$ cat config.mk
export PLATFORM = sky130hd
export DESIGN_NAME = mem_wb_skid_stage
export DESIGN_NICKNAME = d
export VERILOG_FILES = /design/src/rtl/mem_wb_skid_stage.sv
export SDC_FILE = /design/constraint.sdc
export NUM_CORES = 1
export LEC_CHECK = 0
export ABC_AREA = 1
export CELL_PAD_IN_SITES_DETAIL_PLACEMENT = 2
export CELL_PAD_IN_SITES_GLOBAL_PLACEMENT = 2
export CORE_MARGIN = 5
export CORE_UTILIZATION = 28
export DETAILED_ROUTE_END_ITERATION = 8
export HOLD_SLACK_MARGIN = 0.08
export PLACE_DENSITY = 0.88
export SYNTH_ARGS = -nofsm -noshare
export SYNTH_HDL_FRONTEND = slang
export SYNTH_SLANG_ARGS = --single-unit
$ cat constraint.sdc
create_clock -name clk -period 1.6 [get_ports clk]
set_input_delay 0.32 -clock clk [delete_from_list [all_inputs] [get_ports clk]]
set_output_delay 0.32 -clock clk [all_outputs]
set_load 0.02 [all_outputs]
$ cat src/rtl/mem_wb_skid_stage.sv
// MEM->WB pipeline stage built as a two-entry skid buffer (head M, skid S)
// with valid/ready handshakes, flush, x0 write suppression, a youngest-entry
// forwarding port and a saturating back-pressure stall counter.
module mem_wb_skid_stage #(
  parameter int DATA_W        = 64,
  parameter int ADDR_W        = 5,
  parameter int CNT_W         = 16,
  parameter bit ZERO_SUPPRESS = 1'b1
) (
  input  logic              clk,
  input  logic              rst,
  input  logic              flush,
  input  logic              in_valid,
  output logic              in_ready,
  input  logic [ADDR_W-1:0] in_rd_addr,
  input  logic              in_wreg,
  input  logic [DATA_W-1:0] in_wdata,
  output logic              out_valid,
  input  logic              out_ready,
  output logic [ADDR_W-1:0] out_rd_addr,
  output logic              out_wreg,
  output logic [DATA_W-1:0] out_wdata,
  output logic              fwd_valid,
  output logic [ADDR_W-1:0] fwd_rd_addr,
  output logic [DATA_W-1:0] fwd_wdata,
  input  logic              cnt_clr,
  output logic [CNT_W-1:0]  stall_cnt
);

  // Saturating increment: holds at all-ones instead of wrapping.
  function automatic logic [CNT_W-1:0] sat_inc(input logic [CNT_W-1:0] v);
    if (v == {CNT_W{1'b1}}) return v;
    return v + CNT_W'(1);
  endfunction

  // Head (M) and skid (S) entry registers.
  logic              m_vld_p1, s_vld_p1;
  logic [ADDR_W-1:0] m_rd_p1, s_rd_p1;
  logic              m_wreg_p1, s_wreg_p1;
  logic [DATA_W-1:0] m_data_p1, s_data_p1;

  logic              m_vld_nxt, s_vld_nxt;
  logic [ADDR_W-1:0] m_rd_nxt, s_rd_nxt;
  logic              m_wreg_nxt, s_wreg_nxt;
  logic [DATA_W-1:0] m_data_nxt, s_data_nxt;

  logic              acc, ret, cap_wreg;
  logic [CNT_W-1:0]  stall_cnt_p1;

  // in_ready depends only on registered state, so out_ready never reaches it.
  assign in_ready  = !s_vld_p1;
  assign out_valid = m_vld_p1;
  assign acc       = in_valid && in_ready;
  assign ret       = m_vld_p1 && out_ready;

  // A write to x0 is turned into a no-write at capture time.
  assign cap_wreg  = ZERO_SUPPRESS ? (in_wreg && (in_rd_addr != '0)) : in_wreg;

  // Next-state of both entries; flush wins and drops any same-cycle accept.
  always_comb begin
    m_vld_nxt  = m_vld_p1;
    m_rd_nxt   = m_rd_p1;
    m_wreg_nxt = m_wreg_p1;
    m_data_nxt = m_data_p1;
    s_vld_nxt  = s_vld_p1;
    s_rd_nxt   = s_rd_p1;
    s_wreg_nxt = s_wreg_p1;
    s_data_nxt = s_data_p1;
    if (flush) begin
      m_vld_nxt = 1'b0;
      s_vld_nxt = 1'b0;
    end else if (!m_vld_p1) begin
      if (acc) begin
        m_vld_nxt  = 1'b1;
        m_rd_nxt   = in_rd_addr;
        m_wreg_nxt = cap_wreg;
        m_data_nxt = in_wdata;
      end
    end else if (ret) begin
      if (s_vld_p1) begin
        m_rd_nxt   = s_rd_p1;
        m_wreg_nxt = s_wreg_p1;
        m_data_nxt = s_data_p1;
        s_vld_nxt  = 1'b0;
      end else if (acc) begin
        m_rd_nxt   = in_rd_addr;
        m_wreg_nxt = cap_wreg;
        m_data_nxt = in_wdata;
      end else begin
        m_vld_nxt = 1'b0;
      end
    end else if (acc) begin
      s_vld_nxt  = 1'b1;
      s_rd_nxt   = in_rd_addr;
      s_wreg_nxt = cap_wreg;
      s_data_nxt = in_wdata;
    end
  end

  // ---- stage boundary: entry registers ----
  always_ff @(posedge clk or negedge rst) begin
    if (!rst) begin
      m_vld_p1  <= 1'b0;
      m_rd_p1   <= '0;
      m_wreg_p1 <= 1'b0;
      m_data_p1 <= '0;
      s_vld_p1  <= 1'b0;
      s_rd_p1   <= '0;
      s_wreg_p1 <= 1'b0;
      s_data_p1 <= '0;
    end else begin
      m_vld_p1  <= m_vld_nxt;
      m_rd_p1   <= m_rd_nxt;
      m_wreg_p1 <= m_wreg_nxt;
      m_data_p1 <= m_data_nxt;
      s_vld_p1  <= s_vld_nxt;
      s_rd_p1   <= s_rd_nxt;
      s_wreg_p1 <= s_wreg_nxt;
      s_data_p1 <= s_data_nxt;
    end
  end

  assign out_rd_addr = m_rd_p1;
  assign out_wreg    = m_wreg_p1;
  assign out_wdata   = m_data_p1;

  // Forward the youngest writing entry: S is younger than M when both valid.
  always_comb begin
    fwd_valid   = 1'b0;
    fwd_rd_addr = '0;
    fwd_wdata   = '0;
    if (s_vld_p1 && s_wreg_p1) begin
      fwd_valid   = 1'b1;
      fwd_rd_addr = s_rd_p1;
      fwd_wdata   = s_data_p1;
    end else if (m_vld_p1 && m_wreg_p1) begin
      fwd_valid   = 1'b1;
      fwd_rd_addr = m_rd_p1;
      fwd_wdata   = m_data_p1;
    end
  end

  // Stall counter: clear has priority, flush does not touch it.
  always_ff @(posedge clk or negedge rst) begin
    if (!rst) begin
      stall_cnt_p1 <= '0;
    end else if (cnt_clr) begin
      stall_cnt_p1 <= '0;
    end else if (m_vld_p1 && !out_ready) begin
      stall_cnt_p1 <= sat_inc(stall_cnt_p1);
    end
  end

  assign stall_cnt = stall_cnt_p1;

endmodule

==> impl_metrics.json <==
{
  "final_cell_mix": "dfrtp_1 (148), buf_4 (82), inv_1 (80), clkdlybuf4s50_1 (74), nand3_1 (73)",
  "status": "complete, but fails checks",
  "cp-end-kind": "output pin",
  "tightest_slew_ps": 493.6,
  "routed-via-count": 8126,
  "timing.rr.end": "s_data_p1[63]$_DFFE_PN0P_",
  "slew_viol_final": 0,
  "ir_drop_uv": 492.3,
  "required_ps": 1280,
  "slew_headroom_pct": 66.87,
  "synth_top_area_share_pct": 51.12,
  "setup_slack_ps": -564.4,
  "fp.coreArea_mm2": 0.02710,
  "gp_congestion": 0.8130,
  "crit_path_max_fanout": 46,
  "die_w_um": 176.2,
  "rows": 60,
  "finalPower_mw": 15.25,
  "period_minus_slack_ps": 2164,
  "ys_types": 29,
  "area_growth_pct": 77.45,
  "stdcell_count": 1498,
  "synth_area_mm2": 0.007735,
  "setup_viol": 211,
  "dp.cells": 1417,
  "utilization_pct": 50.65,
  "yosys-top-cells-area": "dfrtp_1 (51%), mux2_2 (6.8%), a22oi_1 (6.7%)",
  "clk_path_buf_depth": 2,
  "path_clk_slew_ps": 80,
  "grt_pass1_vias": 9302,
  "drive_above_1_share_pct": 43.37,
  "violations": "setup timing",
  "hold_violations": 0,
  "synth_cells": 800,
  "drtIter0Drc": 436,
  "wirelength_um": 44030,
  "cts_sinks": 158,
  "grt_pass1_wl_um": 60440,
  "rsz0062_at_grt": "true",
  "htreeDepth": 4,
  "yosysWarnings": 0,
  "cts_tree": "built",
  "hold_path.class": "in -> async",
  "grt-ovfl-total": 0,
  "cts_root_buf": "clkbuf_16",
  "drt-pass1-iter-count": 6,
  "cellPowerDensity_mw_per_mm2": 1111,
  "p_leak_nw": 6.338,
  "final_nets": 1187,
  "synth_area_per_cell_um2": 9.669,
  "grt_max_degree": 47,
  "finClkSkew_ps": 14.72,
  "crit_path_start": "s_wreg_p1$_DFFE_PN0P_",
  "ys_seq_area_share_pct": 51.12,
  "start_util_pct": 28.54,
  "fmax_ghz": 0.4620,
  "synth-seq-cells": 158,
  "num_io_pins": 234,
  "place.detailed.hpwl_um": 23510,
  "yosys.area.top_type": "dfrtp_1",
  "synth_fp_nets": 877,
  "wl_per_cell_um": 29.39,
  "r2r_cells": 10,
  "crit_end": "fwd_wdata[10]",
  "r2r_slack_ps": -330,
  "post-route-period-util_pct": 135.3,
  "path_class": "reg -> out",
  "setup-tns-final_ps": -53780,
  "die_area_mm2": 0.03105,
  "postRouteAntennaNets": 0,
  "startpoint_type": "flip-flop",
  "fillerInstances": 2666,
  "antenna_found_initial": 7,
  "layout_commonest_cell": "dfrtp_1",
  "crit_arrival_ps": 1840,
  "ys.flop_type": "dfrtp_1",
  "post_drt_via_cell_ratio": 5.425,
  "grt_use_total_pct": 25.61,
  "fp.dieH_um": 176.2,
  "port_buffers": 233,
  "reg2reg_from": "s_vld_p1$_DFFE_PN0P_",
  "cts_inserted_buffers": 17,
  "worstSkewPairLatency_ps": 430,
  "drv_cap": 0,
  "synth_edf_count": 0,
  "drc": 0,
  "async_flop_share_pct": 100.0
}
critical path, cell delays in order (launching register included):
cell	delay, ps
dfrtp_2	450
nand2_4	100
nand3_4	120
buf_12	220
o21ai_0	290
buf_4	210
state kept, by name, summed over array words and instances, names as in the netlist:
signal       cells
out_rd_addr      5
s_wreg_p1        1
out_wdata       64
out_valid        1
s_rd_p1          5
s_vld_p1         1
s_data_p1       64
stall_cnt       16
out_wreg         1
worst min path at each step:
| stage | startpoint | to | slack, ps | cells after the start |
|---|---|---|---|---|
| 2_1_floorplan | rst | out_rd_addr[0]$_DFFE_PN0P_ | 20 | 0 |
| 3_3_place_gp | rst | out_wdata[53]$_DFFE_PN0P_ | 250 | 1 |
| 3_5_place_dp | rst | s_data_p1[53]$_DFFE_PN0P_ | 260 | 1 |
| 4_1_cts | rst | s_data_p1[53]$_DFFE_PN0P_ | 370 | 2 |
| 5_1_grt | rst | s_data_p1[53]$_DFFE_PN0P_ | 390 | 2 |
| 6_report | rst | s_data_p1[53]$_DFFE_PN0P_ | 370 | 2 |
Yosys cell counts (all sizes together) (4+ instances only):
cell    number
nand2       79
xor2         6
nand3       79
mux2        64
nor2        26
dfrtp      158
clkbuf      44
o21ai       81
o21bai       4
inv         85
buf         18
o22ai       69
nand4       13
a22oi       69
power breakdown:
part / internal (mW) / switching [mW]
clock: 2.58 / 1.95
sequential: 4.80 / 0.799
combinational: 2.37 / 2.74
total: 9.75 / 5.50
metrics by stage:
step           instance area [um2]  setup slack, ps  hold WS, ps
5_1_grt                      13730           -599.0        388.4
6_report                     13730           -564.4        365.3
4_1_cts                      12810           -422.9        372.2
2_1_floorplan                 7845           -77.77        24.41
3_3_place_gp                 11100           -436.2        254.0
3_5_place_dp                 11100           -485.8        263.4
layout make-up:
type,instances,area (um2),area share [%]
diodes,3,7.507,0.05469
well taps,372,465.4,3.391
clock inverters,13,176.4,1.285
multi-input cells,496,4252,30.98
clock buffers,19,452.9,3.300
repair buffers,352,4069,29.64
flip-flops and latches,158,3966,28.90
inverters,85,336.6,2.452
metal layers:
metal / share of wire (%) / global-route usage [%]
met5: 0.13 / 0
met4: 4.8 / 10.14
met3: 4.6 / 5.589
met2: 53 / 47.38
met1: 38 / 28.48
repair_timing:
item | 4_1_cts | 5_1_grt
pin swaps | 3 | 13
hold buffers | 1 | 0
buffers inserted | 16 | 15
gates resized for setup | 639 | 217
setup endpoints to repair | 312 | 297
cloned | 18 | 9
hold endpoints to repair | 25 | 0
logic make-up after synthesis:
group,count (synthesis),share of synthesized area (%)
buffers and inverters,147,7.829
muxes,64,10.14
adders and majority gates,1,0.1617
AOI/OAI and AO/OA,226,18.12
xor gates and xnor gates,6,0.6794
and+or+nand+nor,198,11.95
DFF,158,51.12
Note: power is estimated with default switching activity, not from simulation.
